==> src/rtl/arp_rx.sv <==
// ARP request receiver: parses Ethernet frames from the destination MAC onward and,
// on a valid ARP request for the local IP, holds the sender MAC/IP with a level request.
module arp_rx (
    input  logic       i_clk,
    input  logic       i_rst_n,
    input  logic       i_rx_valid,
    input  logic [7:0] i_rx_data,
    input  logic       i_rx_sof,
    input  logic       i_rx_eof,
    input  logic       i_rx_err,
    input  logic [7:0] i_local_mac0,
    input  logic [7:0] i_local_mac1,
    input  logic [7:0] i_local_mac2,
    input  logic [7:0] i_local_mac3,
    input  logic [7:0] i_local_mac4,
    input  logic [7:0] i_local_mac5,
    input  logic [7:0] i_local_ip0,
    input  logic [7:0] i_local_ip1,
    input  logic [7:0] i_local_ip2,
    input  logic [7:0] i_local_ip3,
    input  logic       i_ack,
    output logic [7:0] o_mac0,
    output logic [7:0] o_mac1,
    output logic [7:0] o_mac2,
    output logic [7:0] o_mac3,
    output logic [7:0] o_mac4,
    output logic [7:0] o_mac5,
    output logic [7:0] o_ip0,
    output logic [7:0] o_ip1,
    output logic [7:0] o_ip2,
    output logic [7:0] o_ip3,
    output logic       o_req
);

    typedef enum logic [1:0] {
        ST_IDLE,
        ST_RECV,
        ST_SKIP,
        ST_HOLD
    } state_t;

    localparam logic [5:0] CNT_MAX = 6'd42;

    state_t     state_q, state_d;
    logic [5:0] cnt_q, cnt_d;
    logic       bcast_q, bcast_d;
    logic       ucast_q, ucast_d;
    logic [7:0] sha_q [6];
    logic [7:0] sha_d [6];
    logic [7:0] spa_q [4];
    logic [7:0] spa_d [4];
    logic [7:0] mac_q [6];
    logic [7:0] ip_q  [4];
    logic       req_q, req_d;
    logic       load;
    logic [5:0] idx;
    logic [7:0] mac_exp;
    logic       byte_ok;

    // A sof byte is always index 0, even when it interrupts a frame in progress.
    assign idx = i_rx_sof ? 6'd0 : cnt_q;

    always_comb begin
        mac_exp = 8'h00;
        case (idx)
            6'd0:    mac_exp = i_local_mac0;
            6'd1:    mac_exp = i_local_mac1;
            6'd2:    mac_exp = i_local_mac2;
            6'd3:    mac_exp = i_local_mac3;
            6'd4:    mac_exp = i_local_mac4;
            6'd5:    mac_exp = i_local_mac5;
            default: mac_exp = 8'h00;
        endcase
    end

    // Destination MAC may be broadcast or ours; both candidates are tracked until byte 5.
    always_comb begin
        byte_ok = 1'b1;
        bcast_d = bcast_q;
        ucast_d = ucast_q;
        if (i_rx_valid && (idx <= 6'd5)) begin
            bcast_d = ((idx == 6'd0) || bcast_q) && (i_rx_data == 8'hFF);
            ucast_d = ((idx == 6'd0) || ucast_q) && (i_rx_data == mac_exp);
            if ((idx == 6'd5) && !bcast_d && !ucast_d) begin
                byte_ok = 1'b0;
            end
        end
        case (idx)
            6'd12:   byte_ok = (i_rx_data == 8'h08);
            6'd13:   byte_ok = (i_rx_data == 8'h06);
            6'd14:   byte_ok = (i_rx_data == 8'h00);
            6'd15:   byte_ok = (i_rx_data == 8'h01);
            6'd16:   byte_ok = (i_rx_data == 8'h08);
            6'd17:   byte_ok = (i_rx_data == 8'h00);
            6'd18:   byte_ok = (i_rx_data == 8'h06);
            6'd19:   byte_ok = (i_rx_data == 8'h04);
            6'd20:   byte_ok = (i_rx_data == 8'h00);
            6'd21:   byte_ok = (i_rx_data == 8'h01);
            6'd38:   byte_ok = (i_rx_data == i_local_ip0);
            6'd39:   byte_ok = (i_rx_data == i_local_ip1);
            6'd40:   byte_ok = (i_rx_data == i_local_ip2);
            6'd41:   byte_ok = (i_rx_data == i_local_ip3);
            default: ;
        endcase
    end

    always_comb begin
        state_d = state_q;
        cnt_d   = cnt_q;
        sha_d   = sha_q;
        spa_d   = spa_q;
        req_d   = req_q;
        load    = 1'b0;

        if (i_rx_valid) begin
            if (i_rx_sof) begin
                cnt_d = 6'd1;
            end else if (cnt_q >= CNT_MAX) begin
                cnt_d = CNT_MAX;
            end else begin
                cnt_d = cnt_q + 6'd1;
            end
        end

        case (state_q)
            ST_IDLE: begin
                if (i_rx_valid && i_rx_sof && !i_rx_eof) begin
                    state_d = ST_RECV;
                end
            end
            ST_RECV: begin
                if (i_rx_valid) begin
                    case (idx)
                        6'd22:   sha_d[0] = i_rx_data;
                        6'd23:   sha_d[1] = i_rx_data;
                        6'd24:   sha_d[2] = i_rx_data;
                        6'd25:   sha_d[3] = i_rx_data;
                        6'd26:   sha_d[4] = i_rx_data;
                        6'd27:   sha_d[5] = i_rx_data;
                        6'd28:   spa_d[0] = i_rx_data;
                        6'd29:   spa_d[1] = i_rx_data;
                        6'd30:   spa_d[2] = i_rx_data;
                        6'd31:   spa_d[3] = i_rx_data;
                        default: ;
                    endcase
                    if (i_rx_eof) begin
                        if ((idx >= 6'd41) && !i_rx_err && byte_ok) begin
                            state_d = ST_HOLD;
                            req_d   = 1'b1;
                            load    = 1'b1;
                        end else begin
                            state_d = ST_IDLE;
                        end
                    end else if (!byte_ok) begin
                        state_d = ST_SKIP;
                    end
                end
            end
            ST_SKIP: begin
                if (i_rx_valid) begin
                    if (i_rx_eof) begin
                        state_d = ST_IDLE;
                    end else if (i_rx_sof) begin
                        state_d = ST_RECV;
                    end
                end
            end
            ST_HOLD: begin
                if (i_ack) begin
                    state_d = ST_IDLE;
                    req_d   = 1'b0;
                end
            end
            default: state_d = ST_IDLE;
        endcase
    end

    always_ff @(posedge i_clk or negedge i_rst_n) begin
        if (!i_rst_n) begin
            state_q <= ST_IDLE;
            cnt_q   <= 6'd0;
            bcast_q <= 1'b0;
            ucast_q <= 1'b0;
            sha_q   <= '{default: 8'h00};
            spa_q   <= '{default: 8'h00};
            mac_q   <= '{default: 8'h00};
            ip_q    <= '{default: 8'h00};
            req_q   <= 1'b0;
        end else begin
            state_q <= state_d;
            cnt_q   <= cnt_d;
            bcast_q <= bcast_d;
            ucast_q <= ucast_d;
            sha_q   <= sha_d;
            spa_q   <= spa_d;
            req_q   <= req_d;
            // Published address only changes when a request is accepted.
            if (load) begin
                mac_q <= sha_q;
                ip_q  <= spa_q;
            end
        end
    end

    assign o_mac0 = mac_q[0];
    assign o_mac1 = mac_q[1];
    assign o_mac2 = mac_q[2];
    assign o_mac3 = mac_q[3];
    assign o_mac4 = mac_q[4];
    assign o_mac5 = mac_q[5];
    assign o_ip0  = ip_q[0];
    assign o_ip1  = ip_q[1];
    assign o_ip2  = ip_q[2];
    assign o_ip3  = ip_q[3];
    assign o_req  = req_q;

endmodule

==> config.mk <==
export PLATFORM = sky130hd
export DESIGN_NAME = arp_rx
export DESIGN_NICKNAME = d
export VERILOG_FILES = /design/src/rtl/arp_rx.sv
export SDC_FILE = /design/constraint.sdc
export NUM_CORES = 1
export LEC_CHECK = 0
export ABC_CLOCK_PERIOD_IN_PS = 4120
export BUFFER_PORTS_ARGS = -buffer_cell sky130_fd_sc_hd__buf_2
export CAP_MARGIN = 5
export CELL_PAD_IN_SITES_DETAIL_PLACEMENT = 0
export CELL_PAD_IN_SITES_GLOBAL_PLACEMENT = 1
export CORE_ASPECT_RATIO = 1.25
export CORE_MARGIN = 5
export CORE_UTILIZATION = 30
export CTS_BUF_LIST = sky130_fd_sc_hd__clkbuf_8
export DETAILED_ROUTE_END_ITERATION = 16
export PLACE_DENSITY_LB_ADDON = 0.1
export SETUP_SLACK_MARGIN = 0.02
export SLEW_MARGIN = 10
export SYNTH_ARGS = -nofsm -noshare
export SYNTH_HDL_FRONTEND = slang
export SYNTH_SLANG_ARGS = --single-unit
==> constraint.sdc <==
create_clock -name i_clk -period 4.12 [get_ports i_clk]
set_clock_uncertainty 0.15 [all_clocks]
set_input_delay 0.412 -clock i_clk [delete_from_list [all_inputs] [get_ports i_clk]]
set_output_delay 0.412 -clock i_clk [all_outputs]
set_load 0.01 [all_outputs]
==> impl_metrics.tcl <==
set metrics [dict create \
    dp.final_hpwl_um 18500 \
    cts_buffers 17 \
    tritoncts_num_sinks 171 \
    track_usage_pct 16.3 \
    drtIter0Drc 338 \
    critical_path_peak_fanout 26 \
    route.detailed.wl_per_inst_um 21.9 \
    worst-r2r-setup-slack_ps 350 \
    synth.avg_cell_area_um2 13.4 \
    synthFlopType "sky130_fd_sc_hd__dfrtp_1" \
    number_of_nets_in_the_final_layout 917 \
    fin_tns_setup_ps 0 \
    first_pass_grt_wire_length_um 40200 \
    clk-insertion-delay-late_ps 460 \
    synth.net_count 736 \
    synth-edff-count 0 \
    design.die.area_um2 32100 \
    synth_top_family_by_area "multiplexers" \
    root_buffer "sky130_fd_sc_hd__clkbuf_8" \
    final-max-slew-violation-count 0 \
    synth.distinct_cells 79 \
    final_cell_mix "174 x sky130_fd_sc_hd__buf_2, 171 x sky130_fd_sc_hd__dfrtp_1, 85 x sky130_fd_sc_hd__mux2_2, 80 x sky130_fd_sc_hd__mux2_4, 26 x sky130_fd_sc_hd__buf_4" \
    fp.dieW_um 161 \
    synth_simple_gate_area_share_pct 9.00 \
    total_of_endpoints_with_negative_setup_slack_in_the_final_report 0 \
    synth_area_um2 8580 \
    globalRouteOverflowTotal 0 \
    slew_headroom_pct 32.3 \
    design.core.area_um2 28300 \
    fillCellCount 2803 \
    timing.critical_path.arrival_ps 3960 \
    mostFrequentLayoutCell "sky130_fd_sc_hd__buf_2" \
    post_synth_main_area_contributors "sky130_fd_sc_hd__dfrtp_1 50%, sky130_fd_sc_hd__mux2_4 14%, sky130_fd_sc_hd__mux2_2 11%" \
    layout_worst_path_cycle_share_pct 91.6 \
    ys_seq_area_share_pct 49.9 \
    leakagePower_uw 0.00514 \
    drc 0 \
    clkSlewWorstSetupHoldPaths_ps 90 \
    max_clock_freq_mhz 265 \
    pin_count_of_the_biggest_net_entering_global_routing 109 \
    timing.final.hold_violations 0 \
    areaGrowthSynthToFinish_pct 19.7 \
    initial_utilization_pct 30.3 \
    synth_async_sr_flop_share_pct 100 \
    antenna_cells 0 \
    critical_path.slowest_cell "sky130_fd_sc_hd__dfrtp_1" \
    fp.dieH_um 199 \
    drt-pass1-iter-count 6 \
    yosys.area.top_type_share_pct 49.9 \
    path_delay_family "compound AO/OA/AOI/OAI gates" \
    power.density_cell_area_nw_per_um2 337 \
    end_kind "register" \
    post-route-min-period_ps 3770 \
    placementRows 69 \
    tritoncts_clock_tree "done" \
    cts_resized 0 \
    cts_buffer_depth 2 \
    criticalPathCategory "register to register" \
    total_wire_length_after_detailed_routing_um 26000 \
    status "completed" \
    final_layout_size_suffix_gt1_share_pct 50.5 \
    vias_per_cell 5.00 \
    cts-htree-levels 4 \
    place.gp.congestion 0.822 \
    cpPeakStageDelay_ps 530 \
    dr_total_vias 5940 \
    start_kind "register" \
    ir_drop_uv 151 \
    cp_num_buf_inv 3 \
    cell_count_after_synthesis 639 \
    finalInstanceArea_um2 10300 \
    synthMuxAreaShare_pct 26.8 \
    post_dp_cell_area_um2 9850 \
    synth_area_leader "sky130_fd_sc_hd__dfrtp_1" \
    worstMarginPinSlew_ps 1020 \
    area_fraction_in_compound_gates_after_synthesis_pct 9.03 \
    timing.critical_path.mode_cell "sky130_fd_sc_hd__buf_12" \
    first_global_vias 6631 \
    critPathRequiredTime_ps 4300 \
    synth_seq_cells 171 \
    synth-warning-count 0 \
    max_cap_viols 0 \
    synth_adder_area_share_pct 0.292 \
    path_cells "buf_4 > mux2_1 > a211oi_1 > o211a_2 > o22ai_1 > a2111oi_2 > nand4_1 > a21oi_4 > buf_12 > buf_12 > mux2_4" \
    antenna_found_initial 1 \
    hold_path_class "primary input to register" \
    route.antenna.remaining_nets 0 \
    synth_xor_xnor_area_share_pct 0.817 \
    boundaryPins 176 \
    port-buffer-count 175 \
    grt_setup_unrepaired "false" \
]
worst register-to-register path: cells and delay by family, from the launching register on:
kind                   cells  cell delay, ps
AO/OA/AOI/OAI              5            1340
multiplexers               2             720
buffers and inverters      3             690
flip-flops                 1             530
AND/OR/NAND/NOR            1             230
flip-flops by register name, summed over array words and instances (netlist names), 8 cells and up:
signal and flops:
o_mac4 8, o_mac1 8, o_ip3 8, o_mac2 8, o_mac3 8, o_ip1 8, o_ip2 8, o_mac5 8
sha_q 48, spa_q 32, o_mac0 8, o_ip0 8
cells in the mapped netlist, drive strengths merged (3+ instances only):
cell,number
nor4,5
nand2,22
xor2,6
nor4bb,3
a211oi,5
nand3b,7
nand2b,5
o211ai,4
nor3,13
a22oi,10
or3b,4
nor2b,7
a22o,5
mux2,170
nor4b,4
nand4,6
a31oi,3
a21o,3
a21oi,15
a211o,3
nor2,18
and3,3
nand3,13
inv,6
o31ai,3
o211a,5
buf,24
and2,4
a2111oi,5
o21ai,13
mux2i,8
dfrtp,171
nor3b,4
o22ai,6
clkbuf,22
final timing paths:
path,end,depth (start not counted),from
max in group asynchronous,spa_q[16],3,i_rst_n
worst max register to register,o_ip1[6],11,cnt_q[1]
min in group asynchronous,o_ip2[2],2,i_rst_n
worst min-delay path,o_req,3,i_ack
worst min register to register,o_req,1,o_req
worst max-delay path,o_ip1[6],11,cnt_q[1]
routing by layer:
metal | vias up | GRT usage [%] | share of wire, %
met5 | - | 0 | 0.050
met4 | 2 | 4.68 | 1.5
met3 | 24 | 3.44 | 4.9
met2 | 174 | 28.3 | 50
met1 | 3015 | 20.6 | 44
li1 | 2725 | - | -
what timing repair did:
item                                    CTS  global route
hold buffers                              1             0
buffers inserted                          0             2
endpoints found under the setup margin    0             9
hold endpoints to repair                107             0
per-stage QoR:
stage | power [uW] | cells | hold slack (ps) | setup slack (ps) | util (%)
3_5_place_dp | 2340 | 1153 | 319 | 232 | 34.8
5_1_grt | 3630 | 1188 | 146 | 127 | 36.3
6_report | 3460 | 1188 | 156 | 347 | 36.3
2_1_floorplan | 2090 | 639 | -33.6 | 644 | -
4_1_cts | 3520 | 1186 | 128 | 215 | 36.2
3_3_place_gp | 2330 | 1153 | 314 | 226 | 34.8
cells by family (layout without fill, tap and decap cells):
kind of cell               after synthesis  count (layout)
and+or+nand+nor                        129             129
muxes                                  178             178
AOI/OAI and AO/OA                       99              99
xor gates and xnor gates                 8               8
adders and majority gates                2               2
DFF                                    171             171
buffers and inverters                   52             246
power by group:
| part | switching (uW) | internal (uW) |
|---|---|---|
| sequential | 40.3 | 1700 |
| combinational | 335 | 228 |
| clock | 613 | 546 |
cell type report:
| cell class | instances | area, um2 | share of cell area, % |
|---|---|---|---|
| clock buffer | 18 | 248 | 2.41 |
| clock inverter | 14 | 131 | 1.28 |
| inverter | 6 | 22.5 | 0.219 |
| multi-input combinational | 416 | 3940 | 38.3 |
| sequential | 171 | 4280 | 41.7 |
| tap | 355 | 444 | 4.33 |
| timing repair buffer | 208 | 1210 | 11.8 |
No activity file was read; power rests on OpenSTA's default activity.
